**config.mk**
```make
export PLATFORM = sky130hd
export DESIGN_NAME = inst_encoder
export DESIGN_NICKNAME = d
export VERILOG_FILES = /design/src/rtl/inst_encoder_pkg.sv /design/src/rtl/inst_field_pack.sv /design/src/rtl/inst_encoder.sv
export SDC_FILE = /design/constraint.sdc
export NUM_CORES = 1
export LEC_CHECK = 0
export ABC_CLOCK_PERIOD_IN_PS = 3200
export BUFFER_PORTS_ARGS = -buffer_cell sky130_fd_sc_hd__buf_2
export CAP_MARGIN = 20
export CORE_AREA = 3 3 112 114
export DETAILED_ROUTE_END_ITERATION = 7
export DIE_AREA = 0 0 115 117
export PLACE_DENSITY = 0.62
export SLEW_MARGIN = 15
export SYNTH_ARGS = -nofsm -noshare
export SYNTH_HDL_FRONTEND = slang
export SYNTH_HIERARCHICAL = 1
export SYNTH_SLANG_ARGS = --single-unit
```
**constraint.sdc**
```tcl
create_clock -name clk -period 3.2 [get_ports clk]
set_input_delay 0.48 -clock clk [delete_from_list [all_inputs] [get_ports clk]]
set_output_delay 0.48 -clock clk [all_outputs]
set_load 0.03 [all_outputs]
```
**src/rtl/inst_encoder_pkg.sv**
```systemverilog
// Shared RV32I encoding constants: tuple classes, opcodes, funct3/funct7 codes
// and the encoder session states.
package inst_encoder_pkg;

    typedef enum logic [3:0] {
        CLS_LUI    = 4'd0,
        CLS_AUIPC  = 4'd1,
        CLS_JAL    = 4'd2,
        CLS_JALR   = 4'd3,
        CLS_BRANCH = 4'd4,
        CLS_LOAD   = 4'd5,
        CLS_STORE  = 4'd6,
        CLS_OP_IMM = 4'd7,
        CLS_OP     = 4'd8
    } inst_class_e;

    typedef enum logic [1:0] {
        ST_IDLE,
        ST_RUN,
        ST_DRAIN
    } enc_state_e;

    localparam logic [6:0] OPC_LUI    = 7'b0110111;
    localparam logic [6:0] OPC_AUIPC  = 7'b0010111;
    localparam logic [6:0] OPC_JAL    = 7'b1101111;
    localparam logic [6:0] OPC_JALR   = 7'b1100111;
    localparam logic [6:0] OPC_BRANCH = 7'b1100011;
    localparam logic [6:0] OPC_LOAD   = 7'b0000011;
    localparam logic [6:0] OPC_STORE  = 7'b0100011;
    localparam logic [6:0] OPC_OP_IMM = 7'b0010011;
    localparam logic [6:0] OPC_OP     = 7'b0110011;

    localparam logic [2:0] F3_ADD_SUB = 3'b000;
    localparam logic [2:0] F3_SLL     = 3'b001;
    localparam logic [2:0] F3_SRL_SRA = 3'b101;
    localparam logic [2:0] F3_JALR    = 3'b000;
    localparam logic [2:0] F3_BEQ     = 3'b000;
    localparam logic [2:0] F3_BNE     = 3'b001;
    localparam logic [2:0] F3_BLT     = 3'b100;
    localparam logic [2:0] F3_BGE     = 3'b101;
    localparam logic [2:0] F3_BLTU    = 3'b110;
    localparam logic [2:0] F3_BGEU    = 3'b111;
    localparam logic [2:0] F3_LB      = 3'b000;
    localparam logic [2:0] F3_LH      = 3'b001;
    localparam logic [2:0] F3_LW      = 3'b010;
    localparam logic [2:0] F3_LBU     = 3'b100;
    localparam logic [2:0] F3_LHU     = 3'b101;
    localparam logic [2:0] F3_SB      = 3'b000;
    localparam logic [2:0] F3_SH      = 3'b001;
    localparam logic [2:0] F3_SW      = 3'b010;

    localparam logic [6:0] F7_BASE = 7'b0000000;
    localparam logic [6:0] F7_ALT  = 7'b0100000;

    // True when v is representable as an nbits-wide two's-complement value.
    function automatic logic fits_signed(input logic [31:0] v, input int unsigned nbits);
        logic [31:0] hi;
        hi = $signed(v) >>> (nbits - 1);
        return (hi == '0) || (hi == '1);
    endfunction

endpackage

```
**src/rtl/inst_field_pack.sv**
```systemverilog
// Combinational RV32I packer: class + fields -> 32-bit word and a legality flag.
// Zero latency, no flow control; word is don't-care when legal is low.
module inst_field_pack
    import inst_encoder_pkg::*;
(
    input  logic [3:0]  cls,
    input  logic [2:0]  funct3,
    input  logic        alt,
    input  logic [4:0]  rd,
    input  logic [4:0]  rs1,
    input  logic [4:0]  rs2,
    input  logic [31:0] imm,
    output logic [31:0] word,
    output logic        legal
);

    logic i_ok;
    logic even;
    logic is_shift;

    assign i_ok     = fits_signed(imm, 12);
    assign even     = ~imm[0];
    assign is_shift = (funct3 == F3_SLL) || (funct3 == F3_SRL_SRA);

    always_comb begin
        word  = '0;
        legal = 1'b0;
        case (cls)
            CLS_LUI: begin
                legal = (imm[11:0] == 12'd0);
                word  = {imm[31:12], rd, OPC_LUI};
            end
            CLS_AUIPC: begin
                legal = (imm[11:0] == 12'd0);
                word  = {imm[31:12], rd, OPC_AUIPC};
            end
            CLS_JAL: begin
                legal = fits_signed(imm, 21) && even;
                word  = {imm[20], imm[10:1], imm[11], imm[19:12], rd, OPC_JAL};
            end
            CLS_JALR: begin
                legal = (funct3 == F3_JALR) && i_ok;
                word  = {imm[11:0], rs1, F3_JALR, rd, OPC_JALR};
            end
            CLS_BRANCH: begin
                legal = fits_signed(imm, 13) && even &&
                        (funct3 inside {F3_BEQ, F3_BNE, F3_BLT, F3_BGE, F3_BLTU, F3_BGEU});
                word  = {imm[12], imm[10:5], rs2, rs1, funct3, imm[4:1], imm[11], OPC_BRANCH};
            end
            CLS_LOAD: begin
                legal = i_ok && (funct3 inside {F3_LB, F3_LH, F3_LW, F3_LBU, F3_LHU});
                word  = {imm[11:0], rs1, funct3, rd, OPC_LOAD};
            end
            CLS_STORE: begin
                legal = i_ok && (funct3 inside {F3_SB, F3_SH, F3_SW});
                word  = {imm[11:5], rs2, rs1, funct3, imm[4:0], OPC_STORE};
            end
            CLS_OP_IMM: begin
                // Shift amounts live in the rs2 slot with funct7 above them.
                if (is_shift) begin
                    legal = (imm[31:5] == 27'd0) && (!alt || funct3 == F3_SRL_SRA);
                    word  = {alt ? F7_ALT : F7_BASE, imm[4:0], rs1, funct3, rd, OPC_OP_IMM};
                end else begin
                    legal = i_ok && !alt;
                    word  = {imm[11:0], rs1, funct3, rd, OPC_OP_IMM};
                end
            end
            CLS_OP: begin
                legal = !alt || (funct3 == F3_ADD_SUB) || (funct3 == F3_SRL_SRA);
                word  = {alt ? F7_ALT : F7_BASE, rs2, rs1, funct3, rd, OPC_OP};
            end
            default: ;
        endcase
    end

endmodule

```
**src/rtl/inst_encoder.sv**
```systemverilog
// Streaming RV32I encoder session: tuples in, addressed instruction words out.
// One cycle accept-to-output; in_ready drops only when the output register is held by !out_ready.
module inst_encoder
    import inst_encoder_pkg::*;
#(
    parameter int ADDR_W    = 10,
    parameter int BASE_ADDR = 0
) (
    input  logic              clk,
    input  logic              rst_n,
    input  logic              start,
    input  logic              in_valid,
    output logic              in_ready,
    input  logic [3:0]        in_class,
    input  logic [2:0]        in_funct3,
    input  logic              in_alt,
    input  logic [4:0]        in_rd,
    input  logic [4:0]        in_rs1,
    input  logic [4:0]        in_rs2,
    input  logic [31:0]       in_imm,
    input  logic              in_last,
    output logic              out_valid,
    input  logic              out_ready,
    output logic [31:0]       out_inst,
    output logic [ADDR_W-1:0] out_addr,
    output logic              err_pulse,
    output logic [7:0]        err_count,
    output logic              busy,
    output logic              done
);

    enc_state_e        state;
    enc_state_e        state_nxt;
    logic [ADDR_W-1:0] addr;
    logic [31:0]       pack_word;
    logic              pack_legal;
    logic              accept;

    assign in_ready = (state == ST_RUN) && (!out_valid || out_ready);
    assign accept   = in_valid && in_ready;
    assign busy     = (state != ST_IDLE);

    inst_field_pack u_pack (
        .cls    (in_class),
        .funct3 (in_funct3),
        .alt    (in_alt),
        .rd     (in_rd),
        .rs1    (in_rs1),
        .rs2    (in_rs2),
        .imm    (in_imm),
        .word   (pack_word),
        .legal  (pack_legal)
    );

    always_ff @(posedge clk) begin
        if (!rst_n) state <= ST_IDLE;
        else        state <= state_nxt;
    end

    always_comb begin
        state_nxt = state;
        done      = 1'b0;
        case (state)
            ST_IDLE:  if (start) state_nxt = ST_RUN;
            ST_RUN:   if (accept && in_last) state_nxt = ST_DRAIN;
            ST_DRAIN: begin
                // An illegal final tuple leaves the register empty, so this can fire at once.
                if (!out_valid) begin
                    state_nxt = ST_IDLE;
                    done      = 1'b1;
                end
            end
            default:  state_nxt = ST_IDLE;
        endcase
    end

    always_ff @(posedge clk) begin
        if (!rst_n) begin
            addr      <= ADDR_W'(BASE_ADDR);
            out_valid <= 1'b0;
            out_inst  <= '0;
            out_addr  <= '0;
            err_pulse <= 1'b0;
            err_count <= '0;
        end else begin
            err_pulse <= 1'b0;
            if (out_valid && out_ready) out_valid <= 1'b0;
            if (state == ST_IDLE && start) begin
                addr      <= ADDR_W'(BASE_ADDR);
                err_count <= '0;
            end
            if (accept) begin
                if (pack_legal) begin
                    out_valid <= 1'b1;
                    out_inst  <= pack_word;
                    out_addr  <= addr;
                    addr      <= addr + ADDR_W'(1);
                end else begin
                    err_pulse <= 1'b1;
                    if (err_count != 8'hFF) err_count <= err_count + 8'd1;
                end
            end
        end
    end

endmodule

```
==> results.py, run 1 <==
metrics = {
    "run_status": {
        "status": "completed",
    },
    "sta": {
        "finalSetupTns_ps": 0,
        "skew_ps": 8.37,
        "fin_ws_ps": 430,
        "whs_ps": 448,
        "fmax_mhz": 361,
        "hold_viol": 0,
        "rsz0062_at_grt": "no",
        "min_period_over_period": 0.866,
        "finalCriticalPeriod_ps": 2770,
        "final-max-slew-violation-count": 0,
        "tightest_slew_ps": 827,
        "maxSlewHeadroom": 0.448,
        "setup_viol": 0,
    },
    "placed_design": {
        "place_ws_ps": 133,
        "placedCellCount": 699,
        "place_congestion": 0.880,
        "dp_hpwl_mm": 8.35,
        "port_buffers": 115,
    },
    "cells_and_area": {
        "n_antenna_cell": 0,
        "final_cells": 715,
        "syn_to_final_growth_pct": 30.4,
        "layout-drive-gt1-share": 0.278,
        "fillers": 1232,
        "nets": 630,
    },
    "die": {
        "core_um2": 11500,
        "die_area_um2": 13500,
        "die_h_um": 117,
        "start_util": 0.300,
        "io_pins": 116,
        "placementRows": 39,
        "die_x_um": 115,
    },
    "logic_synthesis": {
        "netlist_top_cells_area": "dfxtp_1 37%, nand2_1 12%, a21oi_1 8.7%, a22o_1 2.5%, nand4_1 2.2%",
        "synth_top_family_by_area": "simple AND/OR/NAND/NOR gates",
        "synthArstFlopShare": 0,
        "synth_edf_count": 0,
        "yosysUniqueCellTypes": 65,
        "synth_seq_area_share": 0.371,
        "ys_warn_count": 6,
        "synth_compound_area_frac": 0.226,
        "synth_fa_ha_area_frac": 0.00725,
        "synth_fp_nets": 521,
        "avgSynthCellArea_um2": 7.54,
        "netlist_area_um2": 3450,
        "synthSimpleGateAreaFrac": 0.319,
        "synth.ff_latch_count": 64,
        "yosysTopAreaCellShare": 0.371,
        "postSynthCellCount": 458,
        "synth_xor_area_frac": 0.0101,
        "synth_common_cells": "110 x nand2_1, 64 x dfxtp_1, 60 x a21oi_1, 18 x nor2_1, 17 x clkbuf_1",
        "synth.mux.area_fraction": 0.0123,
        "synth_flop_cell": "dfxtp_1",
        "synthMostInstantiatedCell": "nand2_1",
        "synth_largest_area_cell": "dfxtp_1",
    },
    "power": {
        "ir_worst_vdd_uv": 217,
        "power.density_nw_per_um2": 479,
        "power_leakage_nw": 1.84,
    },
    "hold_path": {
        "hp-class": "primary input to flop",
        "hp-start": "start",
        "whs_path_depth": 3,
        "hold_end": "state[0]$_SDFFE_PN0P_",
    },
    "cts": {
        "clk_latency_ps": 340,
        "ctsHoldBuffers": 0,
        "postCtsResizedCells": 0,
        "clkTransAtPathRegs_ps": 60,
        "cts_max_path_buffers": 2,
        "cts_buffers": 9,
        "cts_max_level": 3,
        "cts_tree": "yes",
        "clockRootBuffer": "clkbuf_16",
        "clkSinkCount": 64,
        "cts_setup_buffers": 0,
    },
    "critical_path": {
        "rr_endpoint": "err_count[7]$_SDFF_PN0_",
        "cp-end-kind": "flop",
        "crit_family": "simple AND/OR/NAND/NOR gates",
        "cp_slowest_cell": "or4_1",
        "crit_arrival_ps": 3000,
        "cp_max_fo": 13,
        "r2r-start": "state[0]$_SDFFE_PN0P_",
        "startpoint_type": "primary input",
        "rrSetupSlack_ps": 1270,
        "r2r_cells": 4,
        "critPathRequiredTime_ps": 3430,
        "slowest_delay_ps": 540,
        "critical_path_class": "primary input to flop",
        "critical_path.n_buffers_inverters": 2,
        "crit_chain": "buf_2 -> inv_2 -> o311ai_1 -> o22ai_1 -> a311oi_1 -> nand3_1 -> nand2b_1 -> or3_4 -> or4_1 -> o211a_1",
    },
    "route": {
        "drc_errors": 0,
        "wl_mm": 11.0,
        "ant_nets": 0,
        "avgRoutedWirePerCell_um": 15.4,
        "dr.pass1.iters": 7,
        "vias": 3816,
        "vias_per_cell": 5.34,
        "first_iter_violations": 220,
    },
    "grt": {
        "grt_overflow": 0,
        "antenna_found_initial": 0,
        "grt_pass1_wl_mm": 17.6,
        "grt_max_degree": 50,
        "grt_pass1_vias": 3544,
        "grt.total_usage": 0.165,
    },
    "flow_run": {
        "maxCapViolations": 0,
    },
}
per-stage QoR:
stage	util	total power [mW]	cell area (um2)
after floorplan	-	0.948	3450
after global placement	0.361	1.04	4160
after detailed placement	0.361	1.04	4160
after CTS	0.391	2.18	4500
after global routing	0.391	2.24	4500
final	0.391	2.16	4500
cell families after synthesis:
| kind of cell | count (synthesis) |
|---|---|
| AND/OR/NAND/NOR | 220 |
| XOR/XNOR | 4 |
| adder cells (fa/ha/maj) | 2 |
| buffers and inverters | 40 |
| AO/OA/AOI/OAI | 124 |
| flip-flops | 64 |
| multiplexers | 4 |
worst max path at each step:
| stage | slack, ps | startpoint | to | cells after the start |
|---|---|---|---|---|
| final | 430 | in_funct3[1] | err_count[7]$_SDFF_PN0_ | 10 |
| after global routing | 380 | in_class[2] | addr[9]$_SDFF_PN0_ | 11 |
| after CTS | 480 | in_funct3[1] | err_count[7]$_SDFF_PN0_ | 10 |
| after detailed placement | 130 | in_funct3[1] | err_count[7]$_SDFF_PN0_ | 10 |
| after global placement | 190 | in_funct3[1] | err_count[7]$_SDFF_PN0_ | 10 |
| after floorplan | 450 | in_class[1] | err_count[2]$_SDFF_PN0_ | 10 |
flip-flops by register name (all words and copies together), names as in the netlist:
signal	count
addr	10
out_inst	32
out_addr	10
state	2
out_valid	1
err_count	8
err_pulse	1
cell type report:
class / instances / area, um2 / area share
Sequential cell: 64 / 1280 / 0.284
Clock inverter: 7 / 119 / 0.0264
Inverter: 9 / 33.8 / 0.00750
Clock buffer: 9 / 225 / 0.0500
Timing Repair Buffer: 129 / 681 / 0.151
Multi-Input combinational cell: 354 / 1990 / 0.441
Tap cell: 143 / 179 / 0.0397
placed cells by master, fill, tap and decap left out, drive strengths merged, types with 3 or more instances in the layout:
| cell type | count |
|---|---|
| clkbuf | 9 |
| buf | 129 |
| or4 | 4 |
| dfxtp | 64 |
| nand2 | 110 |
| and4 | 3 |
| a21oi | 63 |
| a222oi | 4 |
| or3 | 4 |
| a22oi | 9 |
| a22o | 10 |
| nand3b | 3 |
| o21ai | 15 |
| inv | 10 |
| xnor2 | 4 |
| o31ai | 3 |
| nand3 | 12 |
| nand4 | 12 |
| bufinv | 3 |
| nor4 | 10 |
| nor2 | 20 |
| nor3 | 9 |
| nor2b | 5 |
| and3 | 6 |
| nor4b | 4 |
| and2 | 3 |
| o22ai | 4 |
| nand2b | 8 |
routing by layer:
| layer | vias up | part of all wire | GRT usage |
|---|---|---|---|
| met5 | - | 0 | 0 |
| met4 | 0 | 0.019 | 0.0665 |
| met3 | 16 | 0.086 | 0.0504 |
| met2 | 132 | 0.46 | 0.265 |
| met1 | 1802 | 0.43 | 0.207 |
| li1 | 1866 | - | - |
worst reg2reg max path: stages, from the launching register on:
cell	delay [ps]
dfxtp_1	430
nand2b_1	220
or3_4	490
or4_1	540
o211a_1	140
power by group:
group / internal (mW) / switching [mW]
combinational: 0.0846 / 0.134
clock: 0.761 / 0.373
sequential: 0.800 / 0.00355
total: 1.65 / 0.511
(Power assumes the default switching activity.)
==> run 2, diff against run 1 <==
- CELL_PAD_IN_SITES_DETAIL_PLACEMENT: unset -> 0
- CELL_PAD_IN_SITES_GLOBAL_PLACEMENT: unset -> 1
- PLACE_DENSITY: 0.62 -> 0.79
- SLEW_MARGIN: 15 -> unset
==> results.py, run 2 (synthesis gave the netlist of run 1 again) <==
metrics = {
    "run_status": {
        "status": "completed",
    },
    "die": {
        "die_h_um": 117,
        "start_util": 0.300,
        "placementRows": 39,
        "die_x_um": 115,
        "die_area_um2": 13500,
        "io_pins": 116,
        "core_um2": 11500,
    },
    "sta": {
        "final-max-slew-violation-count": 0,
        "finalSetupTns_ps": 0,
        "rsz0062_at_grt": "no",
        "setup_viol": 0,
        "maxSlewHeadroom": 0.429,
        "finalCriticalPeriod_ps": 2670,
        "fin_ws_ps": 534,
        "skew_ps": 7.60,
        "hold_viol": 0,
        "fmax_mhz": 375,
        "min_period_over_period": 0.833,
        "tightest_slew_ps": 856,
    },
    "cells_and_area": {
        "fillers": 1238,
        "final_common_cell": "buf_2",
        "largest_register_ffs": 32,
        "post-route-util": 0.388,
        "largest_register": "out_inst",
        "nets": 630,
        "layout-drive-gt1-share": 0.273,
        "final_cell_mix": "115 x buf_2, 110 x nand2_1, 64 x dfxtp_1",
        "seq_area_um2": 1280,
        "reg.largest.list": "out_inst x32, addr x10, out_addr x10",
        "multi_input_comb_area_um2": 1990,
        "n_antenna_cell": 0,
        "syn_to_final_growth_pct": 29.2,
    },
    "critical_path": {
        "critical_path_class": "primary input to flop",
        "r2r_cells": 4,
        "critPathRequiredTime_ps": 3420,
        "rrSetupSlack_ps": 1290,
        "crit_arrival_ps": 2890,
        "cp_max_fo": 18,
        "r2r-start": "state[0]$_SDFFE_PN0P_",
        "startpoint_type": "primary input",
        "cp-end-kind": "flop",
        "rr_endpoint": "err_count[7]$_SDFF_PN0_",
    },
    "cts": {
        "cts_setup_buffers": 0,
        "clockRootBuffer": "clkbuf_16",
        "postCtsResizedCells": 0,
        "clkTransAtPathRegs_ps": 50,
        "clk_latency_ps": 330,
        "clkSinkCount": 64,
        "cts_tree": "yes",
        "cts_max_level": 3,
        "cts_max_path_buffers": 2,
        "ctsHoldBuffers": 0,
        "cts_buffers": 9,
    },
    "hold_path": {
        "hp-start": "start",
        "hold_end": "state[0]$_SDFFE_PN0P_",
        "hp-class": "primary input to flop",
        "whs_path_depth": 3,
    },
    "power": {
        "power_leakage_nw": 1.83,
        "power.density_nw_per_um2": 455,
        "ir_worst_vdd_uv": 301,
    },
    "route": {
        "first_iter_violations": 287,
        "ant_nets": 0,
        "drc_errors": 0,
        "avgRoutedWirePerCell_um": 15.3,
        "vias": 3678,
        "vias_per_cell": 5.15,
        "wl_mm": 10.9,
        "dr.pass1.iters": 7,
    },
    "placed_design": {
        "place_ws_ps": 178,
        "port_buffers": 115,
        "dp_hpwl_mm": 8.31,
        "place_congestion": 0.923,
    },
    "grt": {
        "grt_pass1_vias": 3579,
        "grt_overflow": 0,
        "grt_max_degree": 50,
        "grt_pass1_wl_mm": 17.9,
        "grt.total_usage": 0.167,
        "antenna_found_initial": 0,
    },
    "flow_run": {
        "maxCapViolations": 0,
    },
}
-- run 2: cell count changes in the layout (fill, tap and decap cells not counted), sizes merged --
cell,before,now
clkbuf,9,11
clkinvlp,2,0
bufinv,3,2
clkinv,1,2
inv,10,9
-- run 2: critical path, cell delays in order --
cell	delay [ps]
buf_2	200
nor2b_1	210
a21oi_1	140
o22ai_1	120
a311oi_1	280
nand3_1	180
nand2b_1	190
or3_4	400
or4_1	530
o211a_1	130
-- run 2: per-stage QoR --
stage / hold slack [ps] / instances / instance area (um2) / power [mW]
floorplan: 440 / 458 / 3450 / 0.948
global placement: 443 / 699 / 4160 / 1.04
detailed placement: 446 / 699 / 4160 / 1.04
CTS: 417 / 714 / 4460 / 2.07
global route: 453 / 714 / 4460 / 2.12
finish: 434 / 714 / 4460 / 2.03
-- run 2: cell type report --
cell class                 instances  area share
clock buffer                      11      0.0521
tap                              143      0.0401
sequential                        64       0.287
clock inverter                     4      0.0157
multi-input combinational        354       0.445
timing repair buffer             129       0.153
inverter                           9     0.00757
-- run 2: worst max-delay path by stage --
| stage | from | endpoint | slack (ps) | cells past startpoint |
|---|---|---|---|---|
| CTS | in_class[2] | err_count[7]$_SDFF_PN0_ | 540 | 10 |
| floorplan | in_class[1] | err_count[2]$_SDFF_PN0_ | 450 | 10 |
| finish | in_class[2] | err_count[7]$_SDFF_PN0_ | 530 | 10 |
| global placement | in_class[2] | err_count[7]$_SDFF_PN0_ | 230 | 10 |
| detailed placement | in_class[2] | err_count[7]$_SDFF_PN0_ | 180 | 10 |
| global route | in_class[2] | err_count[7]$_SDFF_PN0_ | 370 | 10 |
-- run 2: metal layers --
metal / wire length [um] / global-route usage
met1: 4920 / 0.206
met2: 5180 / 0.274
met3: 757 / 0.0622
met4: 89 / 0.0493
met5: 0 / 0
-- run 2: power breakdown --
group          switching [mW]  internal (mW)  total, mW
sequential            0.00349          0.801      0.805
combinational           0.132         0.0839      0.216
clock                   0.336          0.674       1.01
